==> config.mk <==
export PLATFORM = sky130hd
export DESIGN_NAME = optical_switch_driver
export DESIGN_NICKNAME = d
export VERILOG_FILES = /design/src/rtl/optical_switch_driver.sv
export SDC_FILE = /design/constraint.sdc
export NUM_CORES = 1
export LEC_CHECK = 0
export CORE_MARGIN = 5
export CORE_UTILIZATION = 45
export DETAILED_ROUTE_END_ITERATION = 10
export GPL_TIMING_DRIVEN = 0
export PLACE_DENSITY = 0.7
export REMOVE_ABC_BUFFERS = 1
export SLEW_MARGIN = 20
export SYNTH_ARGS = -nofsm -noshare
export SYNTH_HDL_FRONTEND = slang
export SYNTH_SLANG_ARGS = --single-unit
==> constraint.sdc <==
create_clock -name i_clk -period 2.1 [get_ports i_clk]
set_input_delay 0.42 -clock i_clk [delete_from_list [all_inputs] [get_ports i_clk]]
set_output_delay 0.42 -clock i_clk [all_outputs]
set_load 0.01 [all_outputs]
==> src/rtl/optical_switch_driver.sv <==
// rtl/optical_switch_driver.sv - sequences blank/guard/apply/settle reconfiguration of four optical switch elements
module optical_switch_driver #(
  parameter int P_GUARD_CYCLES  = 4,
  parameter int P_SETTLE_CYCLES = 16,
  parameter int P_CNT_W         = 8
) (
  input  logic       i_clk,
  input  logic       i_rst,
  input  logic [3:0] i_switch_grant,
  input  logic       i_grant_valid,
  output logic [3:0] o_sw_ctrl,
  output logic       o_sw_blank,
  output logic       o_sw_ready,
  output logic       o_reconfig_done,
  output logic       o_overwrite
);

  localparam logic [1:0] ST_IDLE   = 2'd0;
  localparam logic [1:0] ST_GUARD  = 2'd1;
  localparam logic [1:0] ST_APPLY  = 2'd2;
  localparam logic [1:0] ST_SETTLE = 2'd3;

  localparam logic [P_CNT_W-1:0] GUARD_LOAD  = P_CNT_W'(P_GUARD_CYCLES - 1);
  localparam logic [P_CNT_W-1:0] SETTLE_LOAD = P_CNT_W'(P_SETTLE_CYCLES - 1);
  localparam logic [P_CNT_W-1:0] CNT_ONE     = P_CNT_W'(1);

  logic [1:0]         state;
  logic [P_CNT_W-1:0] cnt;
  logic [3:0]         target;
  logic [3:0]         pend;
  logic               pend_full;
  logic               configured;

  always_ff @(posedge i_clk) begin
    if (i_rst) begin
      state           <= ST_IDLE;
      cnt             <= '0;
      target          <= 4'b0000;
      pend            <= 4'b0000;
      pend_full       <= 1'b0;
      configured      <= 1'b0;
      o_sw_ctrl       <= 4'b0000;
      o_sw_blank      <= 1'b1;
      o_sw_ready      <= 1'b0;
      o_reconfig_done <= 1'b0;
      o_overwrite     <= 1'b0;
    end else begin
      o_reconfig_done <= 1'b0;
      o_overwrite     <= 1'b0;

      // Any grant arriving mid-reconfiguration parks in the single pending slot.
      if (state != ST_IDLE && i_grant_valid) begin
        pend        <= i_switch_grant;
        pend_full   <= 1'b1;
        o_overwrite <= pend_full;
      end

      case (state)
        ST_IDLE: begin
          if (i_grant_valid) begin
            if (configured && (i_switch_grant == o_sw_ctrl)) begin
              o_reconfig_done <= 1'b1;
            end else begin
              target     <= i_switch_grant;
              state      <= ST_GUARD;
              o_sw_blank <= 1'b1;
              o_sw_ready <= 1'b0;
              cnt        <= GUARD_LOAD;
            end
          end
        end

        ST_GUARD: begin
          if (cnt == '0) begin
            o_sw_ctrl <= target;
            state     <= ST_APPLY;
            cnt       <= SETTLE_LOAD;
          end else begin
            cnt <= cnt - CNT_ONE;
          end
        end

        // The APPLY cycle is the first settle cycle after the element drive changed.
        default: begin
          if (cnt == '0) begin
            o_reconfig_done <= 1'b1;
            configured      <= 1'b1;
            if (i_grant_valid) begin
              target    <= i_switch_grant;
              pend_full <= 1'b0;
              state     <= ST_GUARD;
              cnt       <= GUARD_LOAD;
            end else if (pend_full) begin
              target    <= pend;
              pend_full <= 1'b0;
              state     <= ST_GUARD;
              cnt       <= GUARD_LOAD;
            end else begin
              state      <= ST_IDLE;
              o_sw_blank <= 1'b0;
              o_sw_ready <= 1'b1;
            end
          end else begin
            cnt   <= cnt - CNT_ONE;
            state <= ST_SETTLE;
          end
        end
      endcase
    end
  end

endmodule
==> flow_summary.toml, run 1 <==
[status]
outcome = "completed"

[place]
placed_cells = 219
dp_worst_setup_slack_ns = -0.1410
globalplace.congestion = 0.8344
io_buffers = 14
place_hpwl_um = 2297

[global_route]
grtUsageMet2 = 0.2900
grt_pass1_vias = 1292
track_usage = 0.1650
antenna_found_initial = 0
grt_pass1_wl_um = 5699
grt_util_met3 = 0.03204
grt_max_degree = 33
use_met1 = 0.1918
grt_busiest_layer = "met2"
grt_overflow = 0

[timing]
rsz0062_at_grt = "false"
fmax_mhz = 490.7
min_period_ns = 2.038
worst_slack_ns = 0.06212
slew_violations = 0
hold_slack_ns = 0.4652
finalHoldViolCount = 0
skew_ns = 0.005454
period_share = 0.9704
slew_headroom = 0.5557
finalSetupViolations = 0
worstMarginPinSlew_ns = 0.6664

[logic_synthesis]
synth_edf_count = 0
synth_top_flop_cell = "dfxtp_1"
ys_warn_count = 0
yosysUniqueCellTypes = 43
synth_seq_cells = 28
synth.avg_cell_area_um2 = 8.492
seq_area_frac_synth = 0.3906
syn-cell-area_um2 = 1435
synthCells = 169
async_flop_share = 0

[critical_path]
crit_path_end_kind = "flip-flop"
crit_type = "reg -> reg"
cp_max_fo = 8
start_kind = "flip-flop"
critPathArrivalTime_ns = 2.26
critPathRequiredTime_ns = 2.32

[power_and_ir_drop]
leakage_nw = 0.6700
power_w = 0.001715
irDropWorstVdd_mv = 0.4947
power_density_nw_per_um2 = 966.6

[cts]
cts_num_sinks = 28
cts_buffer_depth = 2
cts_tree = "yes"
cts-root-buf = "clkbuf_4"
holdBufCountCts = 0
clk_pin_slew_ns = 0.16
clk_latency_ns = 0.34
cts-htree-levels = 1
cts_buffers = 3

[flow_run]
cap_violations = 0

[floorplanning]
num_rows = 20
fp.dieArea_um2 = 4418
start_util = 0.4701
ioPinCount = 15
core_area_um2 = 3053
die-width_um = 66.47
die_h_um = 66.47

[final_layout]
fin_util = 0.5811
antenna_cells = 0
final_cell_mix = "dfxtp_1, nand2_1, nor2_1, a21oi_1, clkdlybuf4s50_1"
area_growth_pct = 23.63
drive_gt1_frac = 0.1768
finalNetCount = 191
final_cells = 225
layout_commonest_cell = "dfxtp_1"

[hold_path]
min_path_type = "reg -> reg"

[routing]
antenna_left = 0
drc = 0
via_per_inst = 5.689
via_count = 1280
initialDrtViolationCount = 83
wl_per_cell_um = 15.20
drt_wl_total_um = 3420
dr.pass1.iters = 4
-- stage by stage --
| stage | TNS, ns | instance area (µm²) |
|---|---|---|
| floorplan | 0 | 1395 |
| global placement | -0.2844 | 1590 |
| detailed placement | -0.8618 | 1590 |
| CTS | -0.08139 | 1670 |
| global route | 0 | 1774 |
| finish | 0 | 1774 |
-- flip-flops by register name (all words and copies together), names as in the netlist --
name / cells
o_overwrite: 1
o_sw_ready: 1
o_reconfig_done: 1
pend_full: 1
target: 4
state: 2
o_sw_blank: 1
o_sw_ctrl: 4
pend: 4
cnt: 8
configured: 1
-- layer usage --
metal  vias to the layer above  share of wire
li1                        632              -
met4                         0          0.024
met1                       608           0.45
met5                         -              0
met2                        27           0.50
met3                        13          0.027
-- cell families (layout without fill, tap and decap cells) --
group | count (synthesis) | in the layout | synth area share
DFF | 28 | 28 | 0.3906
adders and majority gates | 2 | 2 | 0.01743
muxes | 10 | 10 | 0.07323
and+or+nand+nor | 67 | 67 | 0.2476
buffers and inverters | 13 | 25 | 0.04097
xor gates and xnor gates | 4 | 4 | 0.02441
AOI/OAI and AO/OA | 45 | 45 | 0.2058
-- cell usage after synthesis (2+ instances only) --
cell,n,area share
ha_1,2,0.017
nor2b_1,6,0.026
nand2b_1,2,0.0087
nor3b_1,2,0.010
o21ai_0,7,0.024
a211oi_1,2,0.010
nand2_1,17,0.044
nor3_1,7,0.024
xnor2_1,4,0.024
o41ai_1,5,0.031
o21bai_1,3,0.016
nor2_1,17,0.044
a21oi_1,16,0.056
inv_1,5,0.013
clkbuf_1,4,0.010
mux2i_1,9,0.063
nand3_1,6,0.021
a31oi_1,3,0.013
dfxtp_1,28,0.39
-- path summary, 6_finish.rpt --
kind / end / cells after the start / slack (ns) / start
worst min register to register: configured / 2 / 0.47 / configured
worst min-delay path: configured / 2 / 0.47 / configured
worst max register to register: target[1] / 7 / 0.06 / cnt[0]
worst max-delay path: target[1] / 7 / 0.06 / cnt[0]
-- critical path, stage by stage, from the launching register on --
cell	delay (ns)
dfxtp_4	0.40
inv_4	0.07
ha_4	0.14
or4b_4	0.52
nor2_8	0.12
mux2_4	0.40
o21ai_4	0.18
o41ai_4	0.10
-- timing repair --
item                                    in CTS  in global routing
pin swaps                                    1                  3
gates resized for setup                     11                 20
buffers inserted                             1                  1
endpoints found under the setup margin       8                 15
gates cloned                                 0                  0
-- power by group --
| part | switching (W) | internal [W] | leakage, nW | total, W |
|---|---|---|---|---|
| Combinational | 0.000440 | 0.000315 | 0.419 | 0.000756 |
| Sequential | 0.0000741 | 0.000605 | 0.230 | 0.000679 |
| Clock | 0.000174 | 0.000106 | 0.0210 | 0.000280 |
-- final cells by class --
cell class / instances / area (µm²)
clock buffers: 4 / 36.28
repair buffers: 16 / 150.1
flip-flops and latches: 28 / 568.0
multi-input cells: 128 / 940.9
fillers: 279 / 1279
inverters: 5 / 23.77
well taps: 44 / 55.05
No activity file was read; power rests on OpenSTA's default activity.
==> run 2: changes to the inputs <==
--- a/config.mk
+++ b/config.mk
@@ -9,8 +9,8 @@
 export CORE_UTILIZATION = 45
 export DETAILED_ROUTE_END_ITERATION = 10
 export GPL_TIMING_DRIVEN = 0
+export HOLD_SLACK_MARGIN = 0.1
 export PLACE_DENSITY = 0.7
-export REMOVE_ABC_BUFFERS = 1
 export SLEW_MARGIN = 20
 export SYNTH_ARGS = -nofsm -noshare
 export SYNTH_HDL_FRONTEND = slang
==> run 2 against run 1 <==
Against the previous run: the run now ends with setup timing left; setup slack got worse by 0.066 ns; register-to-register slack lost 0.07 ns; sequential power fell by 0.7%; core utilization shrank 0.12 points; final cell count up 3.1%; combinational power down 1%; clock skew grew 0.0057 ns; flip-flop and latch count unchanged; die area is the same; clock power rose by 30%; largest cell class unchanged.
==> flow_summary.toml, run 2 (same netlist as run 1, synthesis figures left out) <==
[hold_path]
hold_end = "o_overwrite"
min_path_type = "in -> reg"
hold_depth = 3
hp-start = "i_grant_valid"

[global_route]
track_usage = 0.1707
antenna_found_initial = 0
grt_pass1_wl_um = 5906
grt_pass1_vias = 1298
grt_max_degree = 17
grt_overflow = 0

[power_and_ir_drop]
irDropWorstVdd_mv = 0.5313
power_density_nw_per_um2 = 1007
leakage_nw = 0.6733
power_w = 0.001783

[final_layout]
final_cells = 232
fillers = 291
finalNetCount = 198
drive_gt1_frac = 0.1702
area_growth_pct = 23.37
regMostFlops = "cnt"
layout_commonest_cell = "dfxtp_1"
largest_reg_flops = 8
final_cell_mix = "dfxtp_1, nand2_1, nor2_1, a21oi_1, clkdlybuf4s50_1"
antenna_cells = 0

[timing]
finalSetupViolations = 1
slew_violations = 0
rsz0062_at_grt = "true"
period_share = 1.002
slew_headroom = 0.5479
skew_ns = 0.01118
fmax_mhz = 475.3
worst_slack_ns = -0.003819
setup-tns-final_ns = -0.003819
worstMarginPinSlew_ns = 0.6781
min_period_ns = 2.104
finalHoldViolCount = 0

[critical_path]
regToRegEndpoint = "target[3]"
reg2reg_from = "cnt[0]"
crit_type = "reg -> reg"
start_kind = "flip-flop"
rrSetupSlack_ns = -0.004
cp_max_fo = 8
crit_path_end_kind = "flip-flop"
reg2regPathDepth = 7
critPathArrivalTime_ns = 2.32
critPathRequiredTime_ns = 2.32

[status]
failed_checks = "setup timing"
outcome = "finished, violations left"

[routing]
drc = 0
wl_per_cell_um = 15.31
via_per_inst = 5.681
antenna_left = 0
via_count = 1318
initialDrtViolationCount = 91
drt_wl_total_um = 3551
dr.pass1.iters = 4

[place]
placed_cells = 226
io_buffers = 13
place_hpwl_um = 2416
globalplace.congestion = 0.8372

[cts]
clk_pin_slew_ns = 0.16
cts_buffer_depth = 2
cts-htree-levels = 1
cts-root-buf = "clkbuf_4"
cts_num_sinks = 28
clk_latency_ns = 0.34
cts_tree = "yes"
cts_buffers = 3

[floorplanning]
num_rows = 20
ioPinCount = 15
fp.dieArea_um2 = 4418
die-width_um = 66.47
start_util = 0.4701
core_area_um2 = 3053
die_h_um = 66.47

[logic_synthesis]
synth_nets = 178

[flow_run]
cap_violations = 0
==> run 2: where the power goes <==
part | total [W] | leakage, nW | internal (W) | switching [W]
Clock | 0.000364 | 0.0279 | 0.000193 | 0.000171
Combinational | 0.000745 | 0.416 | 0.000319 | 0.000426
Sequential | 0.000674 | 0.229 | 0.000604 | 0.0000700
==> run 2: cell type report <==
class | instances | area (µm²) | share of cell area
timing repair buffer | 15 | 145.1 | 0.08198
buffer | 8 | 40.04 | 0.02261
multi-input combinational | 128 | 893.4 | 0.5046
tap | 44 | 55.05 | 0.03110
inverter | 5 | 18.77 | 0.01060
clock inverter | 1 | 30.03 | 0.01696
clock buffer | 3 | 22.52 | 0.01272
sequential | 28 | 565.5 | 0.3194
==> run 2: timing repair <==
action / 4_1_cts / 5_1_grt
setup buffers: 1 / 1
setup endpoints to repair: 4 / 15
hold buffers: 0 / 0
pin swaps: 1 / 3
gates resized for setup: 7 / 14
==> run 2: how the worst max path moves through the flow <==
stage | depth (start not counted) | startpoint | endpoint | slack, ns
after detailed placement | 6 | i_switch_grant[0] | target[2] | -0.14
after CTS | 6 | cnt[1] | target[1] | -0.008
after global placement | 6 | i_switch_grant[0] | target[0] | -0.05
final | 7 | cnt[0] | target[3] | -0.004
after global routing | 7 | cnt[1] | target[3] | -0.10
after floorplan | 6 | cnt[0] | target[0] | 0.12
==> run 2: critical path, stage by stage, from the launching register on <==
cell     delay (ns)
dfxtp_4        0.39
inv_2          0.09
ha_4           0.14
or4b_4         0.52
nor2_8         0.14
mux2_4         0.37
o21ai_1        0.21
o41ai_2        0.11
==> run 2: through the flow <==
stage | setup slack, ns | instance area (µm²) | hold WS [ns] | util
3_3_place_gp | -0.05271 | 1620 | 0.4403 | 0.5307
4_1_cts | -0.008176 | 1705 | 0.4401 | 0.5586
5_1_grt | -0.1003 | 1770 | 0.4772 | 0.5799
6_report | -0.003819 | 1770 | 0.4475 | 0.5799
2_1_floorplan | 0.1185 | 1435 | 0.4258 | -
3_5_place_dp | -0.1399 | 1620 | 0.4438 | 0.5307
==> run 2: metal layers <==
layer / part of all wire / up-vias / track usage
li1: - / 647 / -
met1: 0.46 / 627 / 0.2167
met2: 0.48 / 37 / 0.2875
met3: 0.041 / 7 / 0.03373
met4: 0.015 / 0 / 0.05584
met5: 0 / - / 0
==> run 3: changes to the inputs <==
--- a/config.mk
+++ b/config.mk
@@ -6,11 +6,11 @@
 export NUM_CORES = 1
 export LEC_CHECK = 0
 export CORE_MARGIN = 5
-export CORE_UTILIZATION = 45
+export CORE_UTILIZATION = 42
 export DETAILED_ROUTE_END_ITERATION = 10
 export GPL_TIMING_DRIVEN = 0
 export HOLD_SLACK_MARGIN = 0.1
-export PLACE_DENSITY = 0.7
+export PLACE_DENSITY = 0.71
 export SLEW_MARGIN = 20
 export SYNTH_ARGS = -nofsm -noshare
 export SYNTH_HDL_FRONTEND = slang
==> run 3 against run 2 <==
Against the previous run: the flow now finishes without violations; design area down 0.42%; final cell count up 0.43%; combinational power down 2%; routed wire length is 4.9% lower; setup slack better by 0.070 ns; core utilization decreased by 4.7 points; global-route usage decreased by 1.0 points; count of clock-buffer cells in the layout did not move; sequential share of layout area barely moved; non-clock buffer count is 1 lower; clock skew down 0.0095 ns; sequential power about the same; critical path type unchanged; largest cell class unchanged.
==> flow_summary.toml, run 3 (same netlist as run 1, synthesis figures left out) <==
[status]
outcome = "completed"

[final_layout]
multi_input_area_um2 = 893.4
antenna_cells = 0
area_growth_pct = 22.84
regMostFlops = "cnt"
largest_reg_flops = 8
stdcell_area_um2 = 1763
final_cell_mix = "dfxtp_1, nand2_1, nor2_1, a21oi_1, clkdlybuf4s50_1"
finalNetCount = 197
ff_latch_area_um2 = 563.0
layout_commonest_cell = "dfxtp_1"
drive_gt1_frac = 0.1818
fillers = 344

[routing]
wl_per_cell_um = 14.50
drc = 0
via_count = 1290
antenna_left = 0
via_per_inst = 5.536
drt_wl_total_um = 3378
initialDrtViolationCount = 81
dr.pass1.iters = 4

[critical_path]
crit_type = "reg -> reg"
cp_max_fo = 8
critPathArrivalTime_ns = 2.28
start_kind = "flip-flop"
reg2reg_from = "cnt[0]"
reg2regPathDepth = 6
crit_path_end_kind = "flip-flop"
crit_start = "cnt[0]"
crit_end = "target[0]"
regToRegEndpoint = "target[0]"
rrSetupSlack_ns = 0.07
critPathRequiredTime_ns = 2.34

[timing]
period_share = 0.9686
worst_slack_ns = 0.06596
hold_slack_ns = 0.4683
slew_violations = 0
min_period_ns = 2.034
worstMarginPinSlew_ns = 0.5998
finalHoldViolCount = 0
rsz0062_at_grt = "false"
slew_headroom = 0.6001
fmax_mhz = 491.6
skew_ns = 0.001725
finalSetupViolations = 0

[floorplanning]
die_h_um = 68.46
die-width_um = 68.46
fp.dieArea_um2 = 4686
num_rows = 21
ioPinCount = 15
start_util = 0.4335
core_area_um2 = 3311

[power_and_ir_drop]
power_density_nw_per_um2 = 996.2
switching_share = 0.3672
irDropWorstVdd_mv = 0.5008
leakage_nw = 0.6707
comb_power_share = 0.414
p_sw_w = 0.0006449
power.internal_w = 0.001111
clkPwrFrac = 0.203
seq_power_share = 0.383

[cts]
cts_buffers = 3
clk_latency_ns = 0.33
cts_tree = "yes"
cts_buffer_depth = 2
cts_num_sinks = 28
cts-root-buf = "clkbuf_4"
cts-htree-levels = 1
clk_pin_slew_ns = 0.15

[hold_path]
min_path_type = "reg -> reg"
hp-start = "configured"

[global_route]
grt_pass1_vias = 1216
grt_max_degree = 17
track_usage = 0.1606
grt_overflow = 0
grt_pass1_wl_um = 5623
antenna_found_initial = 0

[place]
dp_worst_setup_slack_ns = -0.1155
globalplace.congestion = 0.8488
place_area_um2 = 1623
place_hpwl_um = 2487
io_buffers = 13

[logic_synthesis]
synth_nets = 178

[flow_run]
cap_violations = 0
[run 3: power by group through the flow]
stage          Clock (W)  Combinational, W  Sequential [W]
6_report        0.000356          0.000727        0.000673
5_1_grt         0.000390          0.000799        0.000685
4_1_cts         0.000366          0.000687        0.000666
3_5_place_dp           0          0.000653        0.000677
3_3_place_gp           0          0.000639        0.000672
2_1_floorplan          0          0.000512        0.000664
[run 3: worst min-delay path by stage]
| stage | to | slack [ns] | depth (start not counted) |
|---|---|---|---|
| 2_1_floorplan | configured | 0.43 | 2 |
| 3_3_place_gp | o_sw_blank | 0.43 | 1 |
| 3_5_place_dp | o_sw_blank | 0.45 | 1 |
| 4_1_cts | o_overwrite | 0.46 | 3 |
| 5_1_grt | o_overwrite | 0.48 | 3 |
| 6_report | configured | 0.47 | 2 |
[run 3: through the flow]
stage	TNS, ns	power (W)	util	instances
5_1_grt	0	0.001874	0.5325	233
3_5_place_dp	-0.3968	0.001330	0.4902	228
2_1_floorplan	0	0.001176	-	169
4_1_cts	0	0.001718	0.5159	233
6_report	0	0.001756	0.5325	233
3_3_place_gp	-0.09667	0.001311	0.4902	228
[run 3: layer usage]
layer | part of all wire | track usage
met1 | 0.45 | 0.1966
met2 | 0.51 | 0.2765
met3 | 0.039 | 0.04433
met4 | 0.0077 | 0.03722
met5 | 0 | 0
[run 3: worst max-delay path: stages (launching register included)]
cell	delay [ns]
dfxtp_2	0.38
inv_2	0.09
ha_4	0.15
or4b_4	0.52
nor2_8	0.14
mux2_4	0.37
o41ai_2	0.30
[run 3: area by class of cell]
cell class	instances	area share
Multi-Input combinational cell	128	0.5067
Buffer	8	0.02271
Inverter	5	0.01065
Clock buffer	3	0.01278
Tap cell	46	0.03265
Timing Repair Buffer	14	0.07807
Sequential cell	28	0.3194
Clock inverter	1	0.01703
[run 3: timing repair]
item	4_1_cts	5_1_grt
hold buffers	0	0
pin swaps	1	1
setup buffers	1	0
resized for setup	7	15
setup endpoints to repair	4	10
